<file path="config.mk">
export PLATFORM = sky130hd
export DESIGN_NAME = instr_fetch_unit
export DESIGN_NICKNAME = d
export VERILOG_FILES = /design/src/rtl/proc_pkg.sv /design/src/rtl/pc_register.sv /design/src/rtl/instr_fetch_unit.sv
export SDC_FILE = /design/constraint.sdc
export NUM_CORES = 1
export LEC_CHECK = 0
export ABC_AREA = 1
export CORE_ASPECT_RATIO = 0.8
export CORE_UTILIZATION = 45
export DETAILED_ROUTE_END_ITERATION = 10
export PLACE_DENSITY = 0.84
export SYNTH_ARGS = -nofsm -noshare
export SYNTH_HDL_FRONTEND = slang
export SYNTH_SLANG_ARGS = --single-unit
</file>
<file path="constraint.sdc">
create_clock -name clk -period 2.04 [get_ports clk]
set_input_delay 0.204 -clock clk [delete_from_list [all_inputs] [get_ports clk]]
set_output_delay 0.204 -clock clk [all_outputs]
set_load 0.1 [all_outputs]
</file>
<file path="src/rtl/proc_pkg.sv">
// Shared definitions for the image-convolution processor front end:
// field widths, opcode constants and the fetch FSM state encoding.
package proc_pkg;

  localparam int PC_W    = 8;
  localparam int OPC_W   = 6;
  localparam int INSTR_W = OPC_W + PC_W;

  // Instruction word is {opcode, operand}, opcode in the MSBs.
  localparam int OPC_MSB = INSTR_W - 1;
  localparam int OPC_LSB = PC_W;
  localparam int OPD_MSB = PC_W - 1;
  localparam int OPD_LSB = 0;

  localparam logic [OPC_W-1:0] HALT_OPC = 6'd63;
  localparam logic [OPC_W-1:0] FETCH2   = 6'd1;
  localparam logic [OPC_W-1:0] JUMPZ    = 6'd52;
  localparam logic [OPC_W-1:0] JUMPNZ   = 6'd48;

  typedef enum logic [1:0] {
    ST_IDLE   = 2'd0,
    ST_FETCH  = 2'd1,
    ST_HOLD   = 2'd2,
    ST_HALTED = 2'd3
  } fetch_state_e;

  function automatic logic [OPC_W-1:0] instr_opcode(input logic [INSTR_W-1:0] word);
    return word[OPC_MSB:OPC_LSB];
  endfunction

  function automatic logic [PC_W-1:0] instr_operand(input logic [INSTR_W-1:0] word);
    return word[OPD_MSB:OPD_LSB];
  endfunction

endpackage

</file>
<file path="src/rtl/pc_register.sv">
// Program counter with jump load and wrapping increment; load wins over
// increment when both are requested.
module pc_register
  import proc_pkg::*;
(
  input  logic            clk,
  input  logic            reset,
  input  logic            load_en,
  input  logic [PC_W-1:0] load_addr,
  input  logic            inc_en,
  output logic [PC_W-1:0] pc
);

  // PC update: reset, jump load, then increment (modulo 2^PC_W by truncation)
  always_ff @(posedge clk) begin
    if (reset) begin
      pc <= {PC_W{1'b0}};
    end else if (load_en) begin
      pc <= load_addr;
    end else if (inc_en) begin
      pc <= pc + {{(PC_W-1){1'b0}}, 1'b1};
    end else begin
      pc <= pc;
    end
  end

endmodule

</file>
<file path="src/rtl/instr_fetch_unit.sv">
// Instruction fetch: drives instruction memory from the PC, captures the
// returned word into the instruction register and stops on HALT.
module instr_fetch_unit
  import proc_pkg::*;
(
  input  logic               clk,
  input  logic               reset,
  input  logic               enable,
  input  logic               fetch_req,
  input  logic               jump_en,
  input  logic [PC_W-1:0]    jump_addr,
  output logic               imem_req,
  output logic [PC_W-1:0]    imem_addr,
  input  logic [INSTR_W-1:0] imem_rdata,
  input  logic               imem_rvalid,
  output logic [OPC_W-1:0]   mbru,
  output logic [PC_W-1:0]    operand,
  output logic               instr_valid,
  output logic               halted
);

  fetch_state_e     state_r;
  logic [PC_W-1:0]  pc_r;
  logic             load_en_s;
  logic             inc_en_s;
  logic [OPC_W-1:0] rd_opc_s;
  logic [PC_W-1:0]  rd_opd_s;

  // Jumps only land in HOLD; the PC advances on the captured read only
  always_comb begin
    load_en_s = 1'b0;
    inc_en_s  = 1'b0;
    rd_opc_s  = instr_opcode(imem_rdata);
    rd_opd_s  = instr_operand(imem_rdata);
    if (state_r == ST_HOLD) begin
      load_en_s = jump_en;
    end else begin
      load_en_s = 1'b0;
    end
    if (state_r == ST_FETCH) begin
      inc_en_s = imem_rvalid;
    end else begin
      inc_en_s = 1'b0;
    end
  end

  pc_register u_pc_register (
    .clk       (clk),
    .reset     (reset),
    .load_en   (load_en_s),
    .load_addr (jump_addr),
    .inc_en    (inc_en_s),
    .pc        (pc_r)
  );

  // The address is the registered PC, so it is stable through a FETCH
  assign imem_addr = pc_r;

  // Fetch sequencing FSM with registered request and instruction register
  always_ff @(posedge clk) begin
    if (reset) begin
      state_r     <= ST_IDLE;
      imem_req    <= 1'b0;
      mbru        <= {OPC_W{1'b0}};
      operand     <= {PC_W{1'b0}};
      instr_valid <= 1'b0;
      halted      <= 1'b0;
    end else begin
      case (state_r)
        ST_IDLE: begin
          if (enable) begin
            state_r  <= ST_FETCH;
            imem_req <= 1'b1;
          end
        end
        ST_FETCH: begin
          if (imem_rvalid) begin
            mbru        <= rd_opc_s;
            operand     <= rd_opd_s;
            instr_valid <= 1'b1;
            imem_req    <= 1'b0;
            if (rd_opc_s == HALT_OPC) begin
              state_r <= ST_HALTED;
              halted  <= 1'b1;
            end else begin
              state_r <= ST_HOLD;
            end
          end
        end
        ST_HOLD: begin
          // Without enable a fetch request is dropped and the unit stalls here
          if (fetch_req && enable) begin
            state_r     <= ST_FETCH;
            imem_req    <= 1'b1;
            instr_valid <= 1'b0;
          end
        end
        ST_HALTED: begin
          state_r <= ST_HALTED;
        end
        default: begin
          state_r  <= ST_IDLE;
          imem_req <= 1'b0;
        end
      endcase
    end
  end

endmodule

</file>
# [Word-level counts from Yosys, hierarchy flattened]
# Index checks and enable logic that the tools add are counted.
[totals] ff_bits=27 inputBits=28 wordCells=41
[op_classes] n_addsub=1 n_eq_ne=7 n_mux=16 n_reduce_logical=10
[op_table] op="$mux W8" count=2
[op_table] op="$reduce_and A3 Y1" count=3
[op_table] op="$add A8 B1 Y8 const B" count=1
[op_table] op="$mux W1" count=8
[op_table] op="$pmux W2 S4" count=1
[op_table] op="$eq A6 B6 Y1 const B" count=1
[op_table] op="$mux W2" count=3
[op_table] op="$eq A2 B2 Y1 const B" count=2
[op_table] op="$ne A2 B2 Y1 const B" count=2
[op_table] op="$reduce_and A4 Y1" count=1
[op_table] op="$reduce_bool A2 Y1" count=2
[op_table] op="$pmux W1 S3" count=1
[op_table] op="$reduce_bool A3 Y1" count=1
[op_table] op="$eq A2 B1 Y1 const B" count=1
[op_table] op="$logic_not A2 Y1" count=1
[op_table] op="$ne A2 B1 Y1 const B" count=1
[op_table] op="$pmux W1 S2" count=1
[op_table] op="$reduce_and A2 Y1" count=1
[op_table] op="$logic_and A1 B1 Y1" count=1

# [Depth between registers and ports, before layout]
# Gate-level depths: netlist of the first run.
[depth] depth_word=4 mapped_depth=8 depth_no_buf=8

# [Cells and area by module]
# A second synthesis of the first run with hierarchy kept.
[hier_totals] cells_unflattened=165 area_unflattened_um2=1280.0
[modules_own_cells] mod="instr_fetch_unit" n_inst=1 cells_each=95 area_per_inst_um2=790.8
[modules_own_cells] mod="pc_register" n_inst=1 cells_each=70 area_per_inst_um2=489.2

# [Worst setup path after synthesis of the first run]
# No wires, ideal clock.
[synth_path] path_type="register -> register" start="reg u_pc_register.pc[1]" end="reg u_pc_register.pc[6]" setup_ns=0.119 t_arrival_ns=1.819 required_time_ns=1.921 path_slack_ns=0.103 stages_incl_launch_ff=9 period_less_slack_ns=1.937 path_cell_list="dfxtp_1 ha_1 nand2_1 nor2_1 nand2_1 nand2_1 nand3_1 nand2_1 a21oi_1"
[synth_via] elab_chain_cells=3
[synth_lines] element="start: declaration" line="pc_register.sv:11" text="output logic [PC_W-1:0] pc"
[synth_lines] element="start signal: assignment" line="pc_register.sv:17" text="pc <= {PC_W{1'b0}};"
[synth_lines] element="start signal: assignment" line="pc_register.sv:19" text="pc <= load_addr;"
[synth_lines] element="start signal: assignment" line="pc_register.sv:21" text="pc <= pc + {{(PC_W-1){1'b0}}, 1'b1};"
[synth_lines] element="$add A8 B1 Y8" line="pc_register.sv:21"
[synth_lines] element="$mux W8" line="pc_register.sv:20" text="end else if (inc_en) begin"
[synth_lines] element="$mux W8" line="pc_register.sv:18" text="end else if (load_en) begin"
# Every way passes these cells. The select of a mux whose other input is x is not followed.
# A chain may end at the register's enable or synchronous reset.

# [Worst setup path after layout of the first run]
[layout_path] start="reg u_pc_register.pc[0]" end="reg u_pc_register.pc[5]"
# The elaborated chain is that of the path after synthesis.

==> results by stage, run 1 <==
Synthesis:
- The number of nets handed over by synthesis was 204.
- The count of flip-flops with a built-in enable after synthesis is 0.
- The post-synthesis async set-or-reset flop share is 0.
- The area of the mapped netlist is 1241 sq um.
- Ranked by total cell area, the synthesized netlist is headed by sky130_fd_sc_hd__dfxtp_1 44%, sky130_fd_sc_hd__nor2_1 14%, sky130_fd_sc_hd__nand2_1 8.2%.
- The top cell type's share of synthesized area is 0.4355.
- The count of cell types in the netlist is 25.
- The most area-hungry cell type in the Yosys netlist is sky130_fd_sc_hd__dfxtp_1.
- The flip-flop and latch count after synthesis is 27.
- During synthesis, Yosys emitted a total of 0 warnings.
- The cell count after synthesis came out at 175.
- Of the synthesized area, sequential elements account for 0.4355.
- A synthesized cell averages between 7 and 8 sq um.
- The commonest register cell after synthesis is sky130_fd_sc_hd__dfxtp_1.

GRT:
- Across every metal layer, demand over resource in global routing totals 0.2207.
- The initial antenna violation count is 0.
- The via count of the first global-routing pass is 1188.
- The residual overflow from global routing is 0.
- Entering global routing, the biggest net connects 26 pins.
- The first global-routing pass estimated ~5000 microns of wire.

Status:
- The run finished with clean final reports.

Timing:
- The count of endpoints failing hold in the final timing report came to 0.
- The maximum operating frequency is slightly above 0.7 GHz.
- Counting I/O delays and the setup requirement, the final critical path takes 1.391 ns.
- Setup violations remaining at the end of the flow were counted as 0.
- At the pin with the least slew margin, the transition time is between 0.5 and 0.6 ns.
- The post-route worst hold slack is 0.4415 ns.
- The total count of max-transition violations in the final report is 0.
- In this run the tightest slew margin relative to its limit is 0.6429.
- Setup repair after global routing left no endpoint under its margin.
- Across the routed clock network, the largest skew measured is 0.001789 ns.
- Setup total negative slack on the finished layout was measured at 0 ns.
- Dividing the final minimum period by the clock period gives 0.6821.

Pwr:
- Summed over all cells, the static leakage comes to 0.0007789 uW.
- The total power divided by cell area is 872.7 nW/um^2.
- Of the total power, the share spent switching nets is 0.4586.
- The share of total power dissipated in the clock network is 0.156.
- The switching power is 697.0 uW.
- The share of total power dissipated in sequential elements is 0.410.
- The share of total power dissipated in combinational logic is 0.434.
- Internal power comes to 823.0 uW.
- The post-route total power is 1520 uW.
- The worst-case IR drop observed on VDD is 0.0005126 V.

Setup path:
- Traced cell by cell, the critical path runs through inv_1 > nor2_1 > nand2_1 > nor3_1 > nor3_2.
- The maximum fanout count along the critical path is 5.
- The biggest cell delay along the critical path is 0.42 ns.
- The worst endpoint required time is 2.27 ns.
- The class of the most critical setup path is register to register.
- The kind of capture point of the worst setup path is a register.
- The arrival time at the worst endpoint is 1.62 ns.
- The standard cell with the maximum stage delay on the critical path is sky130_fd_sc_hd__dfxtp_1.
- The worst setup path is launched from a register.

Flow run:
- The tool flagged a number of max-cap violations equal to 0.

Clock tree:
- The clock latency on the worst-skew pair is between 0.3 and 0.4 ns.
- In this run the number of H-tree levels came out at 1.
- The clock sink count is 27.
- TritonCTS built the clock tree.
- The maximum count of clock buffers along a single path is 2.
- CTS placed an instance of sky130_fd_sc_hd__clkbuf_4 at the clock tree root.
- The clock transition at the registers of the reported paths is roughly 0.14 ns.
- The quantity of gates resized following cts is 0.
- Once the clock tree was built, the setup fixing pass inserted 0 buffers.
- The number of buffers created by CTS is 3.
- After clock tree synthesis, the flow added hold-fix buffers numbering 0.

Layout:
- Leaving out fill and tap cells, the most frequent cells in the layout are 47 x sky130_fd_sc_hd__nor2_1, 27 x sky130_fd_sc_hd__nand2_1, 27 x sky130_fd_sc_hd__dfxtp_1, 27 x sky130_fd_sc_hd__clkdlybuf4s50_1, 26 x sky130_fd_sc_hd__buf_4.
- The number of filler instances in the final layout is 210.
- Leaving out fill and tap cells, the most frequent cell in the layout is sky130_fd_sc_hd__nor2_1.
- The area used by sequential logic in the layout is 540.5 sq um.
- 0 antenna diodes ended up in the layout.
- The end-of-flow core utilization is 0.6905.
- The net count of the finished layout is 256.
- Of the cells placed in the final design, the portion with a size suffix greater than 1 is 0.1947.
- The post-synthesis to final-layout area growth is 40.32%.
- The multi-input combinational cells in the finished layout cover a total of 595.6 sq um.

Place:
- The count of buffers added on input and output ports is 52.
- The placer congestion estimate is 0.8644.
- Once detailed placement completed, the half-perimeter wirelength came to 2251 microns.

Drt:
- The final wirelength is a little over 3000 microns.
- In the final routed layout, each cell accounts on average for 11.84 microns.
- Dividing the detail-routed via count by the number of cells gives 4.989.
- The first detailed-routing pass ran for 4 iterations.
- The residual DRC count is 0.
- The detail route stage leaves a number of antenna-violating nets equal to 0.
- The vias after detailed routing is 1307.
- After the first detailed-routing iteration, the DRC count stood at 89.

Die:
- The x dimension of the die is 60.72 microns.
- The die covers about 3000 sq um.
- For this configuration, the core starts out at a cell density of 0.4921.
- The die outline height is 48.98 microns.
- The I/O pin count is 53.
- The number of rows created at floorplan is 16.
- The standard cell core area is 2522 sq um.

Min path:
- The path class of the lowest-slack min-delay path is primary input to register.
[final timing paths]
path	cells past startpoint	startpoint	endpoint	slack, ns
worst max-delay path	5	u_pc_register.pc[0]$_SDFFE_PP0P_	u_pc_register.pc[5]$_SDFFE_PP0P_	0.65
worst min-delay path	3	imem_rdata[7]	operand[7]$_SDFFE_PP0P_	0.44
worst max register to register	5	u_pc_register.pc[0]$_SDFFE_PP0P_	u_pc_register.pc[5]$_SDFFE_PP0P_	0.65
worst min register to register	2	imem_req$_SDFFE_PP0P_	imem_req$_SDFFE_PP0P_	0.46
[cell type report]
| cell class | count | share of cell area |
|---|---|---|
| clock buffer | 3 | 0.01293 |
| timing repair buffer | 53 | 0.2672 |
| tap | 36 | 0.02586 |
| clock inverter | 1 | 0.004310 |
| inverter | 14 | 0.03736 |
| sequential | 27 | 0.3103 |
| multi-input combinational | 128 | 0.3420 |
[critical path, delay by kind of cell (launching register included)]
kind                   cells  cell delay (ns)
and+or+nand+nor            4             0.79
DFF                        1             0.42
buffers and inverters      1             0.08
[synthesized netlist by cell type (2+ instances only)]
cell                      count
sky130_fd_sc_hd__a21oi_1      4
sky130_fd_sc_hd__a21oi_2      2
sky130_fd_sc_hd__buf_1        2
sky130_fd_sc_hd__buf_2        2
sky130_fd_sc_hd__buf_6        2
sky130_fd_sc_hd__dfxtp_1     27
sky130_fd_sc_hd__inv_1       10
sky130_fd_sc_hd__inv_2        3
sky130_fd_sc_hd__nand2_1     27
sky130_fd_sc_hd__nand2_4      2
sky130_fd_sc_hd__nand3_1      8
sky130_fd_sc_hd__nor2_1      47
sky130_fd_sc_hd__nor2_2       2
sky130_fd_sc_hd__nor3_1       6
sky130_fd_sc_hd__o21ai_0     18
sky130_fd_sc_hd__o21ai_1      4
[power by group through the flow]
stage	Combinational, uW	Clock (uW)	Sequential, uW
global placement	652	0	632
floorplan	160	0	973
detailed placement	659	0	635
global route	697	261	631
CTS	662	246	624
finish	660	237	623
[flip-flops by register name (all words and copies together) (netlist names)]
| name | count |
|---|---|
| operand | 8 |
| u_pc_register.pc | 8 |
| mbru | 6 |
| state_r | 2 |
| halted | 1 |
| imem_req | 1 |
| instr_valid | 1 |
[per-layer routing]
layer  GRT usage  share of wire
met3     0.05836          0.071
met4     0.06061         0.0097
met1      0.2781           0.44
met2      0.3663           0.48
met5           0              0
[cells by family after synthesis]
kind of cell	count (synthesis)	synth area share
AOI/OAI and AO/OA	29	0.1240
adders and majority gates	1	0.01008
buffers and inverters	20	0.08468
DFF	27	0.4355
and+or+nand+nor	98	0.3458
[through the flow]
step | setup slack (ns) | std cells | area (sq um)
after global placement | 0.4210 | 258 | 1712
after floorplan | 0.1027 | 175 | 1241
after global routing | 0.5010 | 262 | 1742
after CTS | 0.6528 | 262 | 1742
final | 0.6486 | 262 | 1742
after detailed placement | 0.3423 | 258 | 1712
(Power assumes the default switching activity.)
==> run 2, diff against run 1 <==
CORE_UTILIZATION = 41   (was 45)
PLACE_DENSITY = 0.78   (was 0.84)
clock period = 1.4 ns   (was 2.04 ns; I/O delays follow)
==> results by stage, run 2 (same netlist as run 1, synthesis figures left out) <==
Status:
- The run finished with clean final reports.

Setup path:
- The kind of capture point of the worst setup path is a register.
- STA puts the critical path data arrival time at 1.41 ns.
- The kind of start point of the critical path is a register.
- The slowest stage of the critical path is the sky130_fd_sc_hd__dfxtp_4 cell.
- The signal on the critical path passes through inv_1 > nor2_1 > nand2_1 > nor3_1 > nor3_2.
- For the worst setup path, the data required time is 1.57 ns.
- In this run the worst path has a maximum fanout of 5.
- For the worst flop-to-flop path, the logic depth is 5.
- The end of the worst register-to-register path is u_pc_register.pc[5]$_SDFFE_PP0P_.
- The biggest cell delay along the critical path is about 0.39 ns.
- The flop-to-flop setup slack is between 0.15 and 0.2 ns.
- The critical register-to-register path startpoint is u_pc_register.pc[0]$_SDFFE_PP0P_.
- The critical path in this run is classified as register to register.

Drt:
- The number of design-rule violations left by the first detailed-router iteration is 89.
- The vias after detailed routing is 1339.
- The number of iterations in the first detailed-routing pass is 4.
- After detailed routing, the number of remaining DRC violations is 0.
- Dividing the detail-routed via count by the number of cells gives 4.959.
- Wires add up to between 3000 and 4000 microns.
- The average wire per cell in the routed design is 12.50 microns.
- The count of nets left with antenna violations after detail routing is 0.

Clock tree:
- The clock transition at the registers of the reported paths is 0.09 ns.
- The quantity of gates resized following cts is 0.
- The maximum level of the CTS H-tree is 1.
- The clock sink count is 27.
- The CTS tree is built.
- The cell at the root of the clock tree is sky130_fd_sc_hd__clkbuf_8.
- The maximum count of clock buffers along a single path is 2.
- The number of setup buffers added after CTS is 0.
- The number of hold buffers added after CTS is 0.
- Clock latency on the worst-skew pair, taken at its later pin, is 0.27 ns.
- The number of buffers created by CTS is 3.

Place:
- Once placement finished, the instance area stood at around 2100 sq um.
- The number of buffers added on ports is between 50 and 60.
- The HPWL reported at the end of detailed placement is 2660 microns.
- Including well taps, the total number of placed cells is around 270.
- The placer congestion estimate is between 0.8 and 0.9.

Min path:
- For hold timing, the worst endpoint is operand[5]$_SDFFE_PP0P_.
- In this run the most critical hold path is launched from imem_rdata[5].
- The worst hold path belongs to the class primary input to register.
- The instance count along the most critical hold path is 3.

Pwr:
- The worst-case vdd ir drop is around 0.00077 V.
- The total power divided by cell area is 1194 nW/um^2.
- After layout, the design draws a total of 2563 uW.
- In this run the static leakage power is 0.0009011 uW.

Die:
- The total die area is 3253 sq um.
- The standard cell core area is 2808 sq um.
- The number of rows created at floorplan is 17.
- The initial core utilization is 0.4421.
- The x dimension of the die is 63.52 microns.
- The I/O pin count is 53.
- Measured along the y axis, the die boundary spans slightly above 50 microns.

Timing:
- Timing would allow up to about 0.80 GHz.
- The worst relative slew slack is 0.7847.
- For the pin with the worst max-slew slack, the measured transition is 0.3218 ns.
- The count of endpoints failing hold in the final timing report was 0.
- For the final database, setup skew stands at 0.008163 ns.
- Setup repair after global routing left no endpoint under its margin.
- The total negative slack for setup checks is 0 ns.
- The minimum period implied by the final worst setup slack is 1.243 ns.
- The part of the cycle the worst path needs is 0.8882.
- The final count of negative-setup-slack endpoints is 0.
- The total count of max-transition violations in the final report came to 0.

Layout:
- The post-synthesis to final-layout area growth is 72.98%.
- The final instance area is approximately 2100 sq um.
- 0 antenna diodes ended up in the layout.
- In the final layout, the share of cells above drive strength 1 is 0.2457.
- The final instance count without filler cells is 270.
- The most frequent standard cell in the layout excluding fill and tap cells is sky130_fd_sc_hd__nor2_1.
- The largest registers in the layout are operand (8), u_pc_register.pc (8), mbru (6).
- At the end of the flow, the number of nets in the layout was 262.
- In the layout the commonest cells are 47 x sky130_fd_sc_hd__nor2_1, 27 x sky130_fd_sc_hd__nand2_1, 27 x sky130_fd_sc_hd__clkdlybuf4s50_1.

GRT:
- The all-layer global routing usage is 0.2238.
- The residual overflow from global routing is 0.
- The via count of the first global-routing pass is 1318.
- The initial antenna violation count is 0.
- The pin count of the biggest net entering global routing is 15.
- The first global-routing pass estimated roughly 5600 microns of wire.

Flow run:
- The tool flagged a number of max-cap violations equal to 0.
[run 2: cell count changes in the layout (fill, tap and decap cells not counted), sizes merged]
cell / delta
clkinvlp: -1
clkbuf: +1
buf: +6
[run 2: stage by stage]
step	util	setup WS (ns)	hold slack [ns]
after floorplan	-	0.03289	0.1951
after global placement	0.7487	0.08785	0.4806
after detailed placement	0.7487	0.002882	0.4810
after CTS	0.7647	0.1692	0.4405
after global routing	0.7647	0.03198	0.4473
final	0.7647	0.1565	0.4389
[run 2: worst max path at each step]
stage                                          start                          endpoint  slack, ns  depth (start not counted)
global route        u_pc_register.pc[0]$_SDFFE_PP0P_  u_pc_register.pc[6]$_SDFFE_PP0P_       0.03                          8
CTS                 u_pc_register.pc[0]$_SDFFE_PP0P_  u_pc_register.pc[5]$_SDFFE_PP0P_       0.17                          5
global placement                         imem_rvalid           operand[4]$_SDFFE_PP0P_       0.09                          5
finish              u_pc_register.pc[0]$_SDFFE_PP0P_  u_pc_register.pc[5]$_SDFFE_PP0P_       0.16                          5
detailed placement                       imem_rvalid              mbru[5]$_SDFFE_PP0P_      0.003                          6
floorplan           u_pc_register.pc[3]$_SDFFE_PP0P_  u_pc_register.pc[7]$_SDFFE_PP0P_       0.03                          7
[run 2: worst max-delay path, delay by kind of cell (launching register included)]
family | cells | cell delay [ns]
buf+inv | 1 | 0.06
simple gates | 4 | 0.69
flops | 1 | 0.39
[run 2: final cells by class]
type                            instances  area [sq um]
Clock buffer                            4         45.04
Fill cell                             201         660.6
Inverter                               14         65.06
Multi-Input combinational cell        128         595.6
Sequential cell                        27         558.0
Tap cell                               38         47.55
Timing Repair Buffer                   59         835.8
[run 2: layer usage]
metal  vias to the layer above  part of all wire  global-route usage
met3                         6             0.094             0.06250
li1                        669                 -                   -
met2                        66              0.49              0.4096
met5                         -                 0                   0
met1                       598              0.40              0.2393
met4                         0             0.017              0.1061
[run 2: power by group]
part           switching [uW]  total, uW  leakage, uW  internal, uW
Sequential               98.8        953     0.000225           855
Clock                     238        442    0.0000228           204
Combinational             732       1170     0.000653           435
==> run 3, diff against run 2 <==
SETUP_SLACK_MARGIN = 0.05   (was unset)
==> results by stage, run 3 (same netlist as run 1, synthesis figures left out) <==
Setup path:
- The kind of start point of the critical path is a register.
- The kind of capture point of the worst setup path is a register.
- Data on the critical path arrives at its endpoint at roughly 1.4 ns.
- By startpoint and endpoint, the worst setup path is classified as register to register.
- The maximum fanout count along the critical path is 14.
- The worst endpoint required time is 1.57 ns.
- The number of cells traversed by the worst register-to-register path is 6.

Drt:
- For this block, the initial DRC count from the detailed router was 52.
- For this block, the via count after detailed routing is 1351.
- The count of nets left with antenna violations after detail routing is 0.
- The first detailed-routing pass ran for 4 iterations.
- In the final routed layout, each cell accounts on average for roughly 13 microns.
- The routed design has 3465 microns of wire.
- Using the TritonRoute via totals, the vias-per-cell ratio works out to ~5.0.
- The residual DRC count is 0.

Timing:
- The total count of max-transition violations in the final report was 0.
- Measured against its own limit, the worst slew margin works out to 0.8214.
- The maximum operating frequency is 0.8103 GHz.
- The minimum period implied by the final worst setup slack is approximately 1.2 ns.
- The slew at the pin closest to its max-slew limit is 0.2676 ns.
- In the finished design, the share of the clock period the worst path needs comes to 0.8815.
- Setup violations remaining at the end of the flow were counted as 0.
- Summed over all failing endpoints, the final setup total negative slack is 0 ns.
- Clock skew on the completed layout was measured at 0.006558 ns.
- Setup repair after global routing left no endpoint under its margin.
- The count of endpoints failing hold in the final timing report is 0.

GRT:
- The initial antenna violation count was 0.
- The all-layer global routing usage is 0.2184.
- The via count of the first global-routing pass was between 1000 and 1500.
- Entering global routing, the biggest net connects 18 pins.
- The first global-routing pass estimated 5423 microns of wire.
- Global routing finished with a remaining overflow of 0.

Min path:
- The path class of the lowest-slack min-delay path is primary input to register.
- The worst hold path passes through 3 cells.

Die:
- The die outline height is 51.21 microns.
- The I/O pin count is between 50 and 60.
- The die is 63.52 microns wide.
- The initial utilization of the core area, before any placement, comes to 0.4421.
- The die covers approximately 3300 sq um.
- The number of rows created at floorplan is 17.
- The floorplan step defined a core boundary enclosing 2808 sq um.

Place:
- The number of buffers added on ports is 52.
- The congestion estimate from routability-driven global placement came to 0.8468.
- Once placement finished, the instance area stood at between 2000 and 2500 sq um.
- The wire-length estimate of the detail-placed layout is 2613 microns.

Clock tree:
- The root buffer cell chosen for the clock tree is sky130_fd_sc_hd__clkbuf_8.
- The number of buffers created by CTS is 3.
- The maximum count of clock buffers along a single path is 2.
- In this run the number of H-tree levels came out at 1.
- TritonCTS built the clock tree.
- The clock transition at the registers of the reported paths is 0.09 ns.
- The tree built by TritonCTS fans out to 27 sinks.
- For the worst-skew pair, the clock arrives at the later sink with an insertion delay of 0.27 ns.
- The number of hold buffers added after CTS is 0.

Layout:
- The final instance area is 2145 sq um.
- In the layout the commonest cells are 46 x sky130_fd_sc_hd__nor2_1, 27 x sky130_fd_sc_hd__nand2_1, 27 x sky130_fd_sc_hd__clkdlybuf4s50_1.
- The footprint of the multi-input gates is 603.1 sq um.
- The most frequent standard cell in the layout excluding fill and tap cells is sky130_fd_sc_hd__nor2_1.
- The number of filler instances in the final layout is 192.
- In the final layout, the share of cells above drive strength 1 is 0.2522.
- Relative to the synthesized area, the layout overhead comes to 72.78%.
- The number of antenna diodes in the final layout is 0.
- The largest registers in the layout are operand (8), u_pc_register.pc (8), mbru (6).
- In the final design database the tool counted 260 nets.
- Across the whole layout, storage elements account for around 560 sq um.

Pwr:
- The static leakage is 0.0008948 uW.
- For this design the ratio of total power to cell area is roughly 1200 nW/um^2.
- The worst-case vdd ir drop is 0.001130 V.

Status:
- The run finished with clean final reports.

Flow run:
- The number of maximum-capacitance violations is 0.
[run 3: cell type report]
type / count / share of cell area
clock buffers: 3 / 0.01925
clock inverters: 1 / 0.002334
inverters: 14 / 0.03034
multi-input cells: 128 / 0.2812
flip-flops and latches: 27 / 0.2620
well taps: 38 / 0.02217
repair buffers: 57 / 0.3827
[run 3: final timing paths]
check                          startpoint  slack [ns]                          endpoint
hold / removal               jump_addr[2]        0.44  u_pc_register.pc[2]$_SDFFE_PP0P_
setup / recovery  state_r[0]$_SDFFE_PP0P_        0.17              mbru[0]$_SDFFE_PP0P_
setup reg to reg  state_r[0]$_SDFFE_PP0P_        0.17              mbru[0]$_SDFFE_PP0P_
hold reg to reg     imem_req$_SDFFE_PP0P_        0.49             imem_req$_SDFFE_PP0P_
[run 3: worst max-delay path, cell delays in order, from the launching register on]
cell and delay, ns:
sky130_fd_sc_hd__dfxtp_1 0.38, sky130_fd_sc_hd__inv_2 0.10, sky130_fd_sc_hd__nor2_4 0.12, sky130_fd_sc_hd__nand2_4 0.14, sky130_fd_sc_hd__buf_4 0.22, sky130_fd_sc_hd__nor2_1 0.12, sky130_fd_sc_hd__nor2_1 0.06
[run 3: power breakdown]
group          switching (uW)  internal, uW
clock network             229           199
logic                     738           432
registers                 104           855
[run 3: repair_timing]
action                                  in CTS  in global routing
endpoints found under the setup margin       0                  4
resized for setup                            0                  3
setup buffers                                0                  0
[run 3: per-stage QoR]
step                std cells  worst slack [ns]  power [uW]  hold WS [ns]    util
floorplan                 175           0.04409        1656        0.1951       -
global placement          264           0.09435        2105        0.4719  0.7442
detailed placement        264           0.04835        2132        0.4757  0.7442
CTS                       268            0.1103        2563        0.4344  0.7607
global route              268           0.07355        2660        0.4493  0.7638
finish                    268            0.1659        2557        0.4405  0.7638
[run 3: routing by layer]
metal,routed length (microns),up-vias,GRT usage
met1,1408,631,0.2578
met2,1820,48,0.3901
met5,0,-,0
met4,30,0,0.06818
met3,205,2,0.05357
li1,-,670,-
==> RTL edit (config.mk and constraints of run 3) <==
The 4 states of `fetch_state_e` get a one-hot encoding in 4 bits.
--- a/src/rtl/proc_pkg.sv
+++ b/src/rtl/proc_pkg.sv
@@ -18,9 +18,9 @@
   localparam logic [OPC_W-1:0] JUMPNZ   = 6'd48;
 
-  typedef enum logic [1:0] {
-    ST_IDLE   = 2'd0,
-    ST_FETCH  = 2'd1,
-    ST_HOLD   = 2'd2,
-    ST_HALTED = 2'd3
+  typedef enum logic [3:0] {
+    ST_IDLE   = 4'b0001,
+    ST_FETCH  = 4'b0010,
+    ST_HOLD   = 4'b0100,
+    ST_HALTED = 4'b1000
   } fetch_state_e;
 
Function: no difference found for any inputs over 10 cycles, from zero or initial values and one cycle with reset high; not proved beyond that.
==> RTL edit against run 3 <==
Design area increased by 12%. Fmax fell by 2.7%. Critical endpoint is now halted. Synthesized area is 16% higher. Critical path depth unchanged. Worst hold slack got worse by 23 ps. Clock skew is 2.9 ps lower. Sequential cell count increased by 2. Synthesized cell count grew 14%. Largest cell class unchanged. Wire length rose by 0.58%. Global-route usage decreased by 0.10 points. Via count grew 7.3%. Highest routed layer unchanged. Worst setup slack got worse by 35 ps. Power rose by 18%.
==> RTL edit: results <==
outcome:
  status: "completed"
clock_tree:
  cts_max_level: 2
  numCtsBuffers: 5
yosys:
  yosys.cell_types.count: 24
  synth_commonest_cells: "54 x nand2_1, 29 x dfxtp_1, 28 x nor2_1, 18 x nand3_1, 12 x inv_1"
  ys_seq_area_frac: 0.402
  synthesis.nets: 228
  synth.top_cell.area_share: 0.402
  synthTopCellsByArea: "dfxtp_1 40%, nand2_1 14%, nor2_1 7.3%"
  synthFlopType: "dfxtp_1"
  synth.avg_cell_area_sq_um: 7.26
pwr:
  peakVddDrop_mv: 0.675
  p_leak_nw: 0.956
  power_density_nw_per_um2: 1260
global_routing:
  grt_max_degree: 21
  grt_pass1_wl_um: 5780
  grt_pass1_vias: 1332
setup_path:
  cp.arrival_ps: 1490
  crit_fanout: 16
  startpoint: "state_r[3]"
place:
  gp_congestion: 0.941
  placed_cell_area_sq_um: 2290
  dpl.cell_count: 290
  hpwl_um: 2630
  dp_slack_ps: -20.6
sta:
  clock-skew-final_ps: 3.69
worst_hold_path:
  hp-start: "imem_rdata[4]"
cells_and_area:
  final_cells: 298
  drive_gt1_frac: 0.295
detailed_routing:
  drt_first_iter_violations: 114
  vias: 1450
  wire_per_inst_um: 11.7
[RTL edit: path summary, 6_finish.rpt]
kind,to,slack [ps]
worst max register to register,halted,130
worst max-delay path,halted,130
worst min-delay path,operand[4],420
worst min register to register,instr_valid,500
[RTL edit: layer usage]
metal | vias to the layer above | routed length (um) | track usage
li1 | 747 | - | -
met1 | 640 | 1510 | 0.260
met2 | 58 | 1550 | 0.330
met4 | 0 | 32 | 0.0729
met3 | 5 | 395 | 0.119
met5 | - | 0 | 0
[RTL edit: kinds of logic after synthesis]
| family | after synthesis | synth area share |
|---|---|---|
| AO/OA/AOI/OAI | 26 | 0.116 |
| XOR/XNOR | 3 | 0.0182 |
| adder cells (fa/ha/maj) | 1 | 0.00866 |
| buffers and inverters | 20 | 0.0780 |
| flip-flops | 29 | 0.402 |
| AND/OR/NAND/NOR | 120 | 0.377 |
[RTL edit: critical path: cells and delay by family (launching register included)]
kind / cells / cell delay (ps)
and+or+nand+nor: 5 / 610
buffers and inverters: 1 / 240
DFF: 1 / 370
[RTL edit: layout make-up]
cell class                      count  share of cell area
Inverter                           14              0.0241
Clock inverter                      2             0.00418
Clock buffer                        6              0.0303
Tap cell                           40              0.0209
Timing Repair Buffer               57               0.348
Sequential cell                    29               0.253
Multi-Input combinational cell    150               0.319
[RTL edit: power breakdown]
| group | switching [mW] | internal (mW) | leakage [nW] | total (mW) |
|---|---|---|---|---|
| sequential | 0.126 | 0.933 | 0.240 | 1.06 |
| clock | 0.312 | 0.343 | 0.0450 | 0.655 |
| combinational | 0.816 | 0.480 | 0.671 | 1.30 |
| total | 1.25 | 1.76 | 0.956 | 3.01 |
